`src/rtl/drac_pkg.sv`:
```
// Shared Lagarto/DRAC definitions: instruction types, CSR commands and
// the CSR request sequencer state encoding.
package drac_pkg;

  localparam logic [6:0] INSTR_ECALL      = 7'd23;
  localparam logic [6:0] INSTR_EBREAK     = 7'd24;
  localparam logic [6:0] INSTR_URET       = 7'd25;
  localparam logic [6:0] INSTR_SRET       = 7'd26;
  localparam logic [6:0] INSTR_MRET       = 7'd27;
  localparam logic [6:0] INSTR_WFI        = 7'd28;
  localparam logic [6:0] INSTR_FENCE      = 7'd29;
  localparam logic [6:0] INSTR_FENCE_TSO  = 7'd30;
  localparam logic [6:0] INSTR_FENCE_I    = 7'd31;
  localparam logic [6:0] INSTR_PAUSE      = 7'd32;
  localparam logic [6:0] INSTR_SFENCE_VMA = 7'd33;
  localparam logic [6:0] INSTR_HFENCE_V   = 7'd34;
  localparam logic [6:0] INSTR_HFENCE_G   = 7'd35;
  localparam logic [6:0] INSTR_CSRRW      = 7'd36;
  localparam logic [6:0] INSTR_CSRRS      = 7'd37;
  localparam logic [6:0] INSTR_CSRRC      = 7'd38;
  localparam logic [6:0] INSTR_CSRRWI     = 7'd39;
  localparam logic [6:0] INSTR_CSRRSI     = 7'd40;
  localparam logic [6:0] INSTR_CSRRCI     = 7'd41;

  typedef enum logic [2:0] {
    CSR_CMD_NOP    = 3'b000,
    CSR_CMD_WRITE  = 3'b001,
    CSR_CMD_SET    = 3'b010,
    CSR_CMD_CLEAR  = 3'b011,
    CSR_CMD_SYSTEM = 3'b100,
    CSR_CMD_READ   = 3'b101
  } csr_cmd_t;

  typedef enum logic [1:0] {
    CSR_IDLE,
    CSR_REQ,
    CSR_WAIT,
    CSR_DONE
  } csr_state_t;

endpackage

```
`src/rtl/csr_decode.sv`:
```
// Combinational decode of the WB instruction type into a CSR command and operand.
module csr_decode
  import drac_pkg::*;
#(
  parameter int unsigned XLEN = 64
) (
  input  logic [6:0]      instr_type_i,
  input  logic [4:0]      rs1_i,
  input  logic [XLEN-1:0] rs1_data_i,
  output logic            is_csr_o,
  output csr_cmd_t        cmd_o,
  output logic [XLEN-1:0] operand_o
);

  logic [XLEN-1:0] zimm;
  logic            rs1_zero;

  assign zimm     = {{(XLEN-5){1'b0}}, rs1_i};
  assign rs1_zero = (rs1_i == '0);

  always_comb begin
    is_csr_o  = 1'b1;
    cmd_o     = CSR_CMD_NOP;
    operand_o = '0;
    case (instr_type_i)
      INSTR_CSRRW: begin
        cmd_o     = CSR_CMD_WRITE;
        operand_o = rs1_data_i;
      end
      INSTR_CSRRWI: begin
        cmd_o     = CSR_CMD_WRITE;
        operand_o = zimm;
      end
      INSTR_CSRRS: begin
        cmd_o     = rs1_zero ? CSR_CMD_READ : CSR_CMD_SET;
        operand_o = rs1_data_i;
      end
      INSTR_CSRRSI: begin
        cmd_o     = rs1_zero ? CSR_CMD_READ : CSR_CMD_SET;
        operand_o = zimm;
      end
      INSTR_CSRRC: begin
        cmd_o     = rs1_zero ? CSR_CMD_READ : CSR_CMD_CLEAR;
        operand_o = rs1_data_i;
      end
      INSTR_CSRRCI: begin
        cmd_o     = rs1_zero ? CSR_CMD_READ : CSR_CMD_CLEAR;
        operand_o = zimm;
      end
      INSTR_ECALL, INSTR_EBREAK, INSTR_URET, INSTR_SRET,
      INSTR_MRET, INSTR_WFI, INSTR_FENCE_I, INSTR_SFENCE_VMA: begin
        cmd_o = CSR_CMD_SYSTEM;
      end
      default: is_csr_o = 1'b0;
    endcase
  end

endmodule

```
`src/rtl/csr_req_unit.sv`:
```
// Write-back CSR request sequencer: issues one CSR command over valid/ready,
// waits for the response (bounded by a timeout) and stalls WB meanwhile.
module csr_req_unit
  import drac_pkg::*;
#(
  parameter int unsigned XLEN           = 64,
  parameter int unsigned CSR_ADDR_W     = 12,
  parameter int unsigned TIMEOUT_CYCLES = 256
) (
  input  logic                  clk_i,
  input  logic                  rst_i,
  input  logic                  flush_i,
  input  logic                  stall_exe_i,
  input  logic                  wb_valid_i,
  input  logic                  wb_xcpt_i,
  input  logic [6:0]            wb_instr_type_i,
  input  logic [4:0]            wb_rs1_i,
  input  logic [XLEN-1:0]       wb_rs1_data_i,
  input  logic [CSR_ADDR_W-1:0] wb_csr_addr_i,
  input  logic [XLEN-1:0]       wb_pc_i,
  output logic                  csr_req_valid_o,
  input  logic                  csr_req_ready_i,
  output logic [CSR_ADDR_W-1:0] csr_req_addr_o,
  output logic [2:0]            csr_req_cmd_o,
  output logic [XLEN-1:0]       csr_req_data_o,
  output logic [XLEN-1:0]       csr_req_pc_o,
  input  logic                  csr_resp_valid_i,
  input  logic [XLEN-1:0]       csr_resp_data_i,
  input  logic                  csr_resp_xcpt_i,
  output logic                  wb_stall_o,
  output logic                  wb_csr_done_o,
  output logic [XLEN-1:0]       wb_csr_rdata_o,
  output logic                  wb_csr_xcpt_o,
  output logic                  retire_o
);

  localparam int unsigned      CNT_W    = $clog2(TIMEOUT_CYCLES) + 1;
  // WAIT lasts TIMEOUT_CYCLES-1 cycles: timeout fires when the counter would reach TIMEOUT_CYCLES-1.
  localparam logic [CNT_W-1:0] CNT_LAST = CNT_W'(TIMEOUT_CYCLES - 2);

  csr_state_t      state;
  logic [CNT_W-1:0] cnt;
  logic            discard;
  logic            is_csr;
  csr_cmd_t        dec_cmd;
  logic [XLEN-1:0] dec_operand;
  logic            accept;

  csr_decode #(.XLEN(XLEN)) u_decode (
    .instr_type_i (wb_instr_type_i),
    .rs1_i        (wb_rs1_i),
    .rs1_data_i   (wb_rs1_data_i),
    .is_csr_o     (is_csr),
    .cmd_o        (dec_cmd),
    .operand_o    (dec_operand)
  );

  // Accept is gated by IDLE so the instruction still sitting in WB during DONE is not re-issued.
  assign accept     = (state == CSR_IDLE) & wb_valid_i & is_csr & ~wb_xcpt_i
                      & ~flush_i & ~stall_exe_i;
  assign wb_stall_o = accept | (state == CSR_REQ) | (state == CSR_WAIT);
  assign retire_o   = wb_valid_i & ~wb_xcpt_i & ~stall_exe_i & ~is_csr;

  always_ff @(posedge clk_i or posedge rst_i) begin
    if (rst_i) begin
      state           <= CSR_IDLE;
      cnt             <= '0;
      discard         <= 1'b0;
      csr_req_valid_o <= 1'b0;
      csr_req_addr_o  <= '0;
      csr_req_cmd_o   <= '0;
      csr_req_data_o  <= '0;
      csr_req_pc_o    <= '0;
      wb_csr_done_o   <= 1'b0;
      wb_csr_rdata_o  <= '0;
      wb_csr_xcpt_o   <= 1'b0;
    end else begin
      wb_csr_done_o <= 1'b0;
      unique case (state)
        CSR_IDLE: begin
          if (accept) begin
            state           <= CSR_REQ;
            csr_req_valid_o <= 1'b1;
            csr_req_addr_o  <= wb_csr_addr_i;
            csr_req_cmd_o   <= dec_cmd;
            csr_req_data_o  <= dec_operand;
            csr_req_pc_o    <= wb_pc_i;
          end
        end
        CSR_REQ: begin
          if (csr_req_ready_i) begin
            state           <= CSR_WAIT;
            csr_req_valid_o <= 1'b0;
            cnt             <= '0;
            discard         <= flush_i;
          end else if (flush_i) begin
            state           <= CSR_IDLE;
            csr_req_valid_o <= 1'b0;
          end
        end
        CSR_WAIT: begin
          cnt     <= cnt + 1'b1;
          discard <= discard | flush_i;
          if (csr_resp_valid_i) begin
            state          <= CSR_DONE;
            wb_csr_rdata_o <= csr_resp_data_i;
            wb_csr_xcpt_o  <= csr_resp_xcpt_i;
            wb_csr_done_o  <= ~(discard | flush_i);
          end else if (cnt == CNT_LAST) begin
            state          <= CSR_DONE;
            wb_csr_rdata_o <= '0;
            wb_csr_xcpt_o  <= 1'b1;
            wb_csr_done_o  <= ~(discard | flush_i);
          end
        end
        CSR_DONE: begin
          state   <= CSR_IDLE;
          discard <= 1'b0;
        end
        default: state <= CSR_IDLE;
      endcase
    end
  end

endmodule

```
`config.mk`:
```
export PLATFORM = sky130hd
export DESIGN_NAME = csr_req_unit
export DESIGN_NICKNAME = d
export VERILOG_FILES = /design/src/rtl/drac_pkg.sv /design/src/rtl/csr_decode.sv /design/src/rtl/csr_req_unit.sv
export SDC_FILE = /design/constraint.sdc
export NUM_CORES = 1
export LEC_CHECK = 0
export CORE_UTILIZATION = 30
export DETAILED_ROUTE_END_ITERATION = 8
export SYNTH_ARGS = -nofsm -noshare
export SYNTH_HDL_FRONTEND = slang
export SYNTH_SLANG_ARGS = --single-unit
```
`constraint.sdc`:
```
create_clock -name clk_i -period 7.7 [get_ports clk_i]
set_input_delay 1.155 -clock clk_i [delete_from_list [all_inputs] [get_ports clk_i]]
set_output_delay 1.155 -clock clk_i [all_outputs]
set_load 0.03 [all_outputs]
```
==> Word level (Yosys, flattened, before mapping) <==
Cells that the tools add are included.
W data, S select, Z words.
{ "totals": {"reg_bits": 222, "latch_bits": 0, "mem_bits_rw": 0, "mem_bits_ro": 0, "out_inout_bits": 212, "memories": 0} }
{ "op_classes": {"n_addsub": 1, "mul": 0, "div_mod_pow": 0, "n_lt_le_gt_ge": 0, "eq_ne": 22, "n_shift": 0, "mux": 26, "n_bitwise": 16, "reduce_logical": 19} }
{ "op_table": {"columns": ["op", "count"], "rows": [
  ["$mux W64", 2],
  ["$pmux W64 S2", 1],
  ["$eq A7 B5 Y1 const B", 7],
  ["$eq A7 B6 Y1 const B", 7],
  ["$pmux W9 S2", 1],
  ["$reduce_or A14 Y1", 1],
  ["$pmux W3 S4", 1],
  ["$mux W1", 10],
  ["$mux W2", 5],
  ["$add A9 B1 Y9 const B", 1],
  ["$eq A9 B8 Y1 const B", 1],
  ["$mux W9", 1],
  ["$and A1 B1 Y1", 8],
  ["$pmux W2 S4", 1],
  ["$reduce_and A2 Y1", 4],
  ["$reduce_or A8 Y1", 1],
  ["$mux W3", 2],
  ["$reduce_and A3 Y1", 2],
  ["$reduce_bool A2 Y1", 3],
  ["$reduce_or A2 Y1", 3],
  ["$reduce_or A3 Y1", 2],
  ["$logic_not A5 Y1", 1],
  ["$not A1 Y1", 5],
  ["$eq A2 B2 Y1 const B", 2],
  ["other kinds (9)", 12]
]} }

==> Longest topological paths before layout <==
Gate-level depths: netlist of run 1.
{ "logic_depth": {"depth_word": 9, "mapped_depth": 9, "depth_no_buf": 6} }

==> Cells and area by module <==
From an unflattened synthesis of run 1, not the netlist that was laid out.
{ "unflattened": {"hier_cells": 696, "hier_area_um2": 10047.1} }
{ "by_module_without_submodules": {"columns": ["mod", "instances", "cells_each", "area_per_inst_um2"], "rows": [
  ["csr_req_unit", 1, 593, 9362.7],
  ["csr_decode", 1, 103, 684.4]
]} }

==> Least setup slack after synthesis of run 1 <==
Ideal clock, no wire load.
{ "synth_timing": {"kind": "input-to-output", "startpoint": "input port wb_instr_type_i[4]", "endpoint": "output port wb_stall_o", "t_arrival_ns": 2.412, "required_ns": 6.545, "path_slack_ns": 4.133, "path_stages": 5, "n_path_buf": 0, "cell_sequence": "or3b_4 -> or3b_4 -> o221ai_2 -> nand3_1 -> nand3_1"} }
{ "synth_via": {"elab_chain_cells": 9, "elab_cells_between_ends": 22} }
{ "synth_lines": {"columns": ["element", "line", "text"], "rows": [
  ["start: declaration", "csr_req_unit.sv:16", "input logic [6:0] wb_instr_type_i,"],
  ["$eq A7 B5 Y1 or $eq A7 B6 Y1 (tied branches)", "csr_decode.sv:25", "case (instr_type_i)"],
  ["$reduce_or A14 Y1 (no line) *", null, null],
  ["$mux W1 *", "csr_decode.sv:25", null],
  ["$and A1 B1 Y1 * (2 in a row)", "csr_req_unit.sv:59", "assign accept = (state == CSR_IDLE) & wb_valid_i & is_csr & ~wb_xcpt_i"],
  ["$and A1 B1 Y1 * (2 in a row)", "csr_req_unit.sv:60", "& ~flush_i & ~stall_exe_i;"],
  ["$or A1 B1 Y1 * (2 in a row)", "csr_req_unit.sv:61", "assign wb_stall_o = accept | (state == CSR_REQ) | (state == CSR_WAIT);"],
  ["end: declaration", "csr_req_unit.sv:30", "output logic wb_stall_o,"]
]} }
Every way passes the cells marked *; elsewhere a longest branch is shown, timed or not.

==> Worst setup path after layout of run 1 <==
{ "layout_timing": {"startpoint": "input port wb_instr_type_i[1]", "endpoint": "output port wb_stall_o"} }
The elaborated chain is that of the path after synthesis.

==> impl_metrics.csv, run 1 <==
group,metric,value,unit
cells_and_area,area_growth,59.6,%
sta,timing_hold_violations_final,0,
cts,numCtsBuffers,25,
critical_path,worstPathArrival,3.55,ns
power_and_ir_drop,p_leak,6.35,nW
synth,synth-edff-count,0,
grt,antenna_found_initial,2,
grt,grt_overflow,0,
worst_hold_path,hold_path.class,"register to register",
cts,clkLatencyLatePin,0.53,ns
routing,drc,0,
cells_and_area,fillCellCount,2730,
job,maxCapViolCount,0,
routing,drt_wl_total,27.6,mm
cts,cts.clk_slew.worst_paths,0.06,ns
power_and_ir_drop,ir_drop,0.199,mV
sta,slew_violations,0,
synth,yosys_warnings,0,
cts,cts_resized,0,
cts,cts-root-buf,"clkbuf_16",
floorplan,rows,63,
placed_design,place.gp.congestion,0.792,
floorplan,die_y,177,um
floorplan,initial_utilization,30.7,%
routing,drtIter0Drc,236,
sta,setup_viol,0,
critical_path,critPathLaunchType,"input pin",
critical_path,cp-startpoint,"wb_instr_type_i[1]",
routing,postRouteAntennaNets,0,
floorplan,die_w,177,um
grt,grt_pass1_wl,41.3,mm
synth,synth_cell_types,48,
cts,cts_tree,"yes",
sta,fin_crit,4.71,ns
power_and_ir_drop,p_per_area,344,nW/um2
critical_path,worstPathMaxFanout,11,
critical_path,cp.required,6.55,ns
sta,fin_worst_skew,0.0130,ns
cts,postCtsHoldBufs,0,
cells_and_area,finish.utilization,49.1,%
floorplan,die-area,31300,um2
routing,vias,6899,
cts,postCtsSetupRepairBufs,0,
routing,post_drt_wl_per_cell,18.0,um
critical_path,cp-end-kind,"primary output",
status,status,"completed",
sta,fin_crit_sh,61.1,%
sta,rsz0062_at_grt,"false",
synth,syn-cell-area,9190,um2
grt,grt_max_degree,103,
cells_and_area,final_common_cell,"clkdlybuf4s50_1",
grt,grt_use_total,17.0,%
sta,tns,0,ns
floorplan,coreArea,29900,um2
cells_and_area,layout.nets,1350,
worst_hold_path,hold_start,"discard",
floorplan,ios,437,
cells_and_area,drive_above_1_share,13.2,%
synth,avgSynthCellArea,13.2,um2
synth,syn_nets,921,
sta,worstMarginPinSlew,0.926,ns
synth,syn-instance-count,694,
power_and_ir_drop,power.total,0.00505,W
critical_path,path_class,"input pin to primary output",
sta,relSlewSlack,38.3,%
cts,cts_sinks,222,
synth,synthArstFlopShare,100,%
synth,synth_top_flop_cell,"dfrtp_1",
cts,cts-htree-levels,1,
grt,first_global_vias,6958,
synth,seq_area_frac_synth,60.5,%
routing,viasPerCell,4.50,
synth,ys_ff_latch,222,
routing,drt-pass1-iter-count,6,
placed_design,hpwlAfterDp,19.7,mm
cts,cts.path.max_buffers,3,
sta,max_freq,212,MHz
placed_design,portBuffers,436,
cells_and_area,layout_common_cells,"clkdlybuf4s50_1, dfrtp_1, mux2_2",
sta,fin_hold_ws,0.473,ns
-- layout make-up --
cell class	instances	area, um2	area share [%]
Clock inverter	16	260	1.78
Multi-Input combinational cell	368	3000	20.4
Inverter	64	248	1.69
Tap cell	390	488	3.33
Timing Repair Buffer	442	4420	30.2
Sequential cell	222	5560	37.9
Clock buffer	30	684	4.67
Antenna cell	2	5.00	0.0341
-- critical path, cell delays in order --
cell and delay [ns]:
clkdlybuf4s50_1 0.60, nor4b_1 0.54, a21oi_1 0.11, o221ai_2 0.24, nand3_1 0.13, nand3_1 0.10, clkdlybuf4s50_1 0.66
-- cell families (layout without fill, tap and decap cells) --
logic type | Yosys count | count (layout) | share of synthesized area, %
flops | 222 | 222 | 60.5
simple gates | 117 | 117 | 6.03
other cells | 0 | 2 | 0
mux | 145 | 145 | 16.9
fa+ha+maj | 2 | 2 | 0.272
buf+inv | 104 | 552 | 7.10
compound gates | 104 | 104 | 9.17
-- synthesized netlist by cell type (2+ instances only) --
cell type | instances | area, um2
and2b_2 | 2 | 17.5
buf_2 | 6 | 30.0
nor2_1 | 9 | 33.8
and2_1 | 2 | 12.5
buf_12 | 7 | 140
nand2_1 | 67 | 251
clkbuf_1 | 11 | 41.3
or2b_2 | 3 | 26.3
nor3_1 | 6 | 30.0
nor2b_1 | 6 | 37.5
a21oi_1 | 12 | 60.1
nand3_1 | 8 | 40.0
or2_2 | 2 | 12.5
clkbuf_8 | 10 | 138
inv_1 | 64 | 240
mux2i_1 | 61 | 611
nand2b_1 | 2 | 12.5
or3b_4 | 2 | 22.5
dfrtp_1 | 222 | 5560
o211ai_1 | 2 | 15.0
o21ai_0 | 6 | 30.0
and3_1 | 3 | 18.8
mux2_2 | 84 | 946
a31oi_1 | 2 | 12.5
buf_1 | 3 | 11.3
a22o_1 | 69 | 604
ha_1 | 2 | 25.0
-- per-stage QoR --
step | std cells | cell area (um2) | setup WS, ns
finish | 1534 | 14700 | 2.99
global route | 1534 | 14700 | 2.84
CTS | 1532 | 14700 | 3.01
detailed placement | 1486 | 13700 | 2.99
global placement | 1486 | 13700 | 3.09
floorplan | 694 | 9190 | 0.467
-- state kept, by name (all words and copies together), names as in the netlist, named ones only --
| signal | count |
|---|---|
| csr_req_pc_o | 64 |
| csr_req_data_o | 64 |
| csr_req_addr_o | 12 |
| csr_req_cmd_o | 3 |
| wb_csr_xcpt_o | 1 |
| cnt | 9 |
| wb_csr_rdata_o | 64 |
| state | 1 |
| wb_csr_done_o | 1 |
| csr_req_valid_o | 1 |
| discard | 1 |
-- final timing paths --
kind                                           end  slack [ns]  cells past startpoint
min in group asynchronous       wb_csr_rdata_o[37]        1.14                      2
worst max-delay path                    wb_stall_o        2.99                      7
worst min-delay path                 wb_csr_done_o        0.47                      1
worst min register to register       wb_csr_done_o        0.47                      1
worst max register to register    csr_req_pc_o[33]        4.92                      4
max in group asynchronous         csr_req_pc_o[32]        5.19                      3
-- per-layer routing --
metal  vias to the layer above  wire, um  global-route usage, %  part of all wire (%)
met1                      3290     11300                   21.2                    41
met2                       319     13200                   27.9                    48
met5                         -         0                      0                     0
met3                        28      2750                   6.04                   9.9
li1                       3262         -                      -                     -
met4                         0       412                   4.45                   1.5
-- report_power, final --
part	total (W)	leakage, nW	internal [W]	switching, W
logic	0.00198	3.17	0.000894	0.00109
clock network	0.00135	0.457	0.000842	0.000506
registers	0.00172	2.72	0.00151	0.000207
total	0.00505	6.35	0.00325	0.00180
No activity file was read; power rests on OpenSTA's default activity.
==> run 2, diff against run 1 <==
==> constraint.sdc (replaced) <==
create_clock -name clk_i -period 4.81 [get_ports clk_i]
set_input_delay 0.7215 -clock clk_i [delete_from_list [all_inputs] [get_ports clk_i]]
set_output_delay 0.7215 -clock clk_i [all_outputs]
set_load 0.03 [all_outputs]
==> run 2 against run 1 <==
Sequential share of layout area up 0.11 points. Final area down 0.30%. First-iteration DRC count up 30%. Critical path depth unchanged. Register-to-register slack worse by 2.5 ns. Clock skew up 0.019 ns. Worst hold slack worse by 0.014 ns. Worst setup slack worse by 1.9 ns. Non-clock buffer count up 5. Sequential power up 60%. Critical path type unchanged.
==> impl_metrics.csv, run 2 (synthesis results as in run 1) <==
group,metric,value,unit
status,status,"completed",
power_and_ir_drop,p_per_area,535,nW/um2
floorplan,rows,63,
grt,grt_pass1_wl,41.1,mm
cts,cts.clk_slew.worst_paths,0.05,ns
critical_path,r2r_end,"wb_csr_rdata_o[4]",
critical_path,max_stage_delay,0.67,ns
grt,first_global_vias,7171,
sta,relSlewSlack,25.5,%
critical_path,cp.required,4.09,ns
cells_and_area,layout.nets,1356,
cells_and_area,fillCellCount,2732,
floorplan,die-area,31300,um2
floorplan,initial_utilization,30.7,%
cts,cts_sinks,222,
routing,drt_wl_total,27.2,mm
cells_and_area,final_common_cell,"clkdlybuf4s50_1",
worst_hold_path,hold_path.class,"register to register",
cts,cts_resized,0,
placed_design,hpwlAfterDp,19.9,mm
sta,fin_crit,3.76,ns
critical_path,reg2reg_slack,2.38,ns
placed_design,portBuffers,436,
job,maxCapViolCount,0,
power_and_ir_drop,power.total,0.00781,W
critical_path,worstPathArrival,3.04,ns
grt,grt_max_degree,98,
routing,drtIter0Drc,306,
sta,timing_hold_violations_final,0,
critical_path,critPathLaunchType,"input pin",
grt,antenna_found_initial,1,
cts,postCtsHoldBufs,0,
routing,postRouteAntennaNets,0,
routing,vias,6935,
critical_path,rr_startpoint,"cnt[3]",
critical_path,path_class,"input pin to primary output",
placed_design,place.gp.congestion,0.779,
critical_path,endpoint,"wb_stall_o",
sta,setup_viol,0,
cells_and_area,area_growth,59.1,%
power_and_ir_drop,p_leak,6.33,nW
floorplan,ios,437,
critical_path,r2r_cells,6,
cts,clkLatencyLatePin,0.54,ns
sta,max_freq,266,MHz
sta,rsz0062_at_grt,"false",
cts,postCtsSetupRepairBufs,0,
sta,tns,0,ns
sta,slew_violations,0,
grt,grt_use_total,16.8,%
routing,drc,0,
sta,setup_ws,1.05,ns
sta,worstMarginPinSlew,1.11,ns
routing,viasPerCell,4.51,
cts,cts.path.max_buffers,3,
grt,grt_overflow,0,
cells_and_area,layout_common_cells,"clkdlybuf4s50_1, dfrtp_1, mux2_2",
floorplan,die_w,177,um
routing,post_drt_wl_per_cell,17.7,um
cts,cts-root-buf,"clkbuf_16",
cts,cts_tree,"yes",
critical_path,path_cells,"clkdlybuf4s50_1 -> or3b_4 -> or3b_4 -> o221ai_2 -> nand3_1 -> nand3_1 -> clkdlybuf4s50_1",
floorplan,coreArea,29900,um2
critical_path,slowest_stage,"clkdlybuf4s50_1",
cts,cts-htree-levels,1,
critical_path,cp-startpoint,"wb_instr_type_i[5]",
sta,fin_crit_sh,78.1,%
sta,fin_worst_skew,0.0322,ns
cts,numCtsBuffers,26,
routing,drt-pass1-iter-count,4,
cells_and_area,top_regs,"csr_req_data_o: 64 flops, csr_req_pc_o: 64 flops, wb_csr_rdata_o: 64 flops",
power_and_ir_drop,ir_drop,0.400,mV
floorplan,die_y,177,um
critical_path,worstPathMaxFanout,5,
cells_and_area,drive_above_1_share,13.2,%
critical_path,cp-end-kind,"primary output",
placed_design,preCtsSetupSlack,1.04,ns
## run 2: cell count changes in the layout (fill, tap and decap cells not counted), moves of 2 or more
| cell | previous run | this run |
|---|---|---|
| bufinv_16 | 6 | 1 |
| buf_4 | 5 | 7 |
| clkbuf_1 | 1 | 5 |
| clkinvlp_4 | 3 | 1 |
| buf_12 | 1 | 4 |
| clkbuf_8 | 4 | 6 |
## run 2: final cells by class
cell class / instances / area, um2 / share of cell area, %
flip-flops and latches: 222 / 5560 / 38.0
repair buffers: 447 / 4500 / 30.8
multi-input cells: 368 / 3000 / 20.5
clock buffers: 37 / 752 / 5.15
well taps: 390 / 488 / 3.34
inverters: 64 / 244 / 1.67
clock inverters: 8 / 80.1 / 0.548
diodes: 1 / 2.50 / 0.0171
## run 2: layer usage
metal  wire [um]  GRT usage, %
met1       10900          20.5
met2       12700          27.5
met3        2710          5.76
met4         834          5.85
met5           0             0
## run 2: stage by stage
stage	utilization [%]	cells	hold WS (ns)	area [um2]
after global placement	46.1	1491	0.448	13800
after floorplan	-	694	0.424	9190
final	48.9	1537	0.459	14600
after global routing	48.9	1537	0.504	14600
after CTS	48.9	1536	0.468	14600
after detailed placement	46.1	1491	0.459	13800
## run 2: report_power, final
group / total, W / switching, W / leakage [nW] / internal [W]
clock network: 0.00191 / 0.000772 / 0.415 / 0.00114
logic: 0.00315 / 0.00172 / 3.20 / 0.00143
registers: 0.00275 / 0.000332 / 2.72 / 0.00242
## run 2: worst min-delay path by stage
stage               slack [ns]     from       endpoint  depth (start not counted)
floorplan                 0.42  discard  wb_csr_done_o                          1
global placement          0.45  discard  wb_csr_done_o                          1
detailed placement        0.46  discard  wb_csr_done_o                          1
CTS                       0.47  discard  wb_csr_done_o                          1
global route              0.50   cnt[8]         cnt[8]                          1
finish                    0.46  discard  wb_csr_done_o                          1
## run 2: worst max-delay path: cells and delay by family
kind            cells  cell delay (ns)
buf+inv             2             1.16
compound gates      1             0.09
simple gates        4             1.05
==> run 3, diff against run 2 <==
==> constraint.sdc (replaced) <==
create_clock -name clk_i -period 3.49 [get_ports clk_i]
set_input_delay 0.5235 -clock clk_i [delete_from_list [all_inputs] [get_ports clk_i]]
set_output_delay 0.5235 -clock clk_i [all_outputs]
set_load 0.03 [all_outputs]
==> run 3 against run 2 <==
Via count is 0.29% higher. Sequential cell count stayed put. Clock power is 45% higher. Count of clock-buffer cells in the layout stayed put. Largest power group unchanged.
==> impl_metrics.csv, run 3 (synthesis results as in run 1) <==
group,metric,value,unit
cts,postCtsHoldBufs,0,
routing,drtIter0Drc,338,
critical_path,cp.required,2.97,ns
power_and_ir_drop,p_leak,6.37,nW
routing,post_drt_wl_per_cell,17.7,um
grt,grt_use_total,17.0,%
placed_design,hpwlAfterDp,19.8,mm
sta,relSlewSlack,52.2,%
cts,numCtsBuffers,26,
grt,grt_pass1_wl,41.6,mm
routing,drt-pass1-iter-count,4,
placed_design,portBuffers,436,
grt,antenna_found_initial,1,
cts,cts_sinks,222,
sta,max_freq,304,MHz
critical_path,cp-end-kind,"primary output",
placed_design,preCtsSetupSlack,0.195,ns
job,maxCapViolCount,0,
grt,first_global_vias,7261,
critical_path,endpoint,"retire_o",
critical_path,worstPathMaxFanout,5,
cts,postCtsSetupRepairBufs,0,
sta,fin_crit,3.29,ns
cells_and_area,layout_common_cells,"clkdlybuf4s50_1, dfrtp_1, mux2_2",
sta,fin_worst_skew,0.00929,ns
critical_path,path_class,"input pin to primary output",
critical_path,r2r_end,"wb_csr_rdata_o[59]",
grt,grt_overflow,0,
sta,fin_hold_ws,0.275,ns
sta,timing_hold_violations_final,0,
routing,postRouteAntennaNets,0,
cts,clkLatencyLatePin,0.52,ns
cts,cts.path.max_buffers,3,
sta,rsz0062_at_grt,"false",
critical_path,reg2reg_slack,1.16,ns
power_and_ir_drop,p_per_area,744,nW/um2
floorplan,initial_utilization,30.7,%
worst_hold_path,hold_path.class,"input pin to asynchronous set/reset pin",
floorplan,coreArea,29900,um2
floorplan,die_y,177,um
sta,slew_violations,0,
floorplan,die-area,31300,um2
routing,drc,0,
sta,tns,0,ns
power_and_ir_drop,ir_drop,0.507,mV
routing,viasPerCell,4.53,
cells_and_area,top_regs,"csr_req_data_o: 64 flops, csr_req_pc_o: 64 flops, wb_csr_rdata_o: 64 flops",
floorplan,ios,437,
status,status,"completed",
cts,cts.clk_slew.worst_paths,0.06,ns
cells_and_area,finish.utilization,49.3,%
critical_path,cp-startpoint,"wb_instr_type_i[5]",
routing,drt_wl_total,27.2,mm
cells_and_area,layout.nets,1357,
cts,cts-htree-levels,1,
cells_and_area,fillCellCount,2741,
floorplan,die_w,177,um
routing,vias,6955,
floorplan,rows,63,
cells_and_area,drive_above_1_share,13.3,%
sta,worstMarginPinSlew,0.717,ns
cts,cts_tree,"yes",
cts,cts-root-buf,"clkbuf_16",
sta,setup_ws,0.198,ns
sta,fin_crit_sh,94.3,%
critical_path,r2r_cells,4,
cells_and_area,area_growth,60.2,%
grt,grt_max_degree,110,
critical_path,critPathLaunchType,"input pin",
cells_and_area,final_common_cell,"clkdlybuf4s50_1",
critical_path,worstPathArrival,2.77,ns
placed_design,place.gp.congestion,0.802,
sta,setup_viol,0,
cts,cts_resized,0,
==> run 3: cell count changes in the layout (fill, tap and decap cells not counted), sizes merged <==
cell           before  now
buf                11   13
bufinv              1    3
clkdlybuf4s50     436  435
clkinv              6    4
inv                64   63
==> run 3: worst min-delay path by stage <==
stage / cells past startpoint / slack (ns) / from / to
5_1_grt: 2 / 0.26 / rst_i / csr_req_pc_o[4]
3_5_place_dp: 1 / 0.46 / discard / wb_csr_done_o
3_3_place_gp: 1 / 0.45 / discard / wb_csr_done_o
4_1_cts: 2 / 0.25 / rst_i / csr_req_pc_o[52]
2_1_floorplan: 1 / 0.42 / discard / wb_csr_done_o
6_report: 2 / 0.28 / rst_i / csr_req_pc_o[16]
==> run 3: power breakdown <==
group	switching (W)	internal [W]	total [W]
logic	0.00238	0.00199	0.00437
clock network	0.00106	0.00171	0.00277
registers	0.000471	0.00333	0.00380
==> run 3: metrics by stage <==
stage               cells  total power [W]  instance area, um2
floorplan             694          0.00617                9190
global placement     1492          0.00820               13800
detailed placement   1492          0.00824               13800
CTS                  1536           0.0111               14700
global route         1537           0.0115               14700
finish               1537           0.0109               14700
==> run 3: final cells by class <==
class                   count  area, um2  area share (%)
well taps                 390        488            3.32
inverters                  64        244            1.66
clock buffers              37        752            5.11
multi-input cells         368       3000            20.4
repair buffers            448       4550            30.9
clock inverters             7        125           0.850
flip-flops and latches    222       5560            37.8
diodes                      1       2.50          0.0170
==> run 3: routing by layer <==
metal  GRT usage [%]  wire length [um]
met4            4.42               461
met3            6.06              2740
met5               0                 0
met2            27.5             12800
met1            21.3             11100
==> run 3: worst max-delay path, stage by stage <==
cell	delay, ns
clkdlybuf4s50_1	0.50
or3b_4	0.42
or3b_4	0.41
o221ai_2	0.09
and2b_2	0.24
clkdlybuf4s50_1	0.59
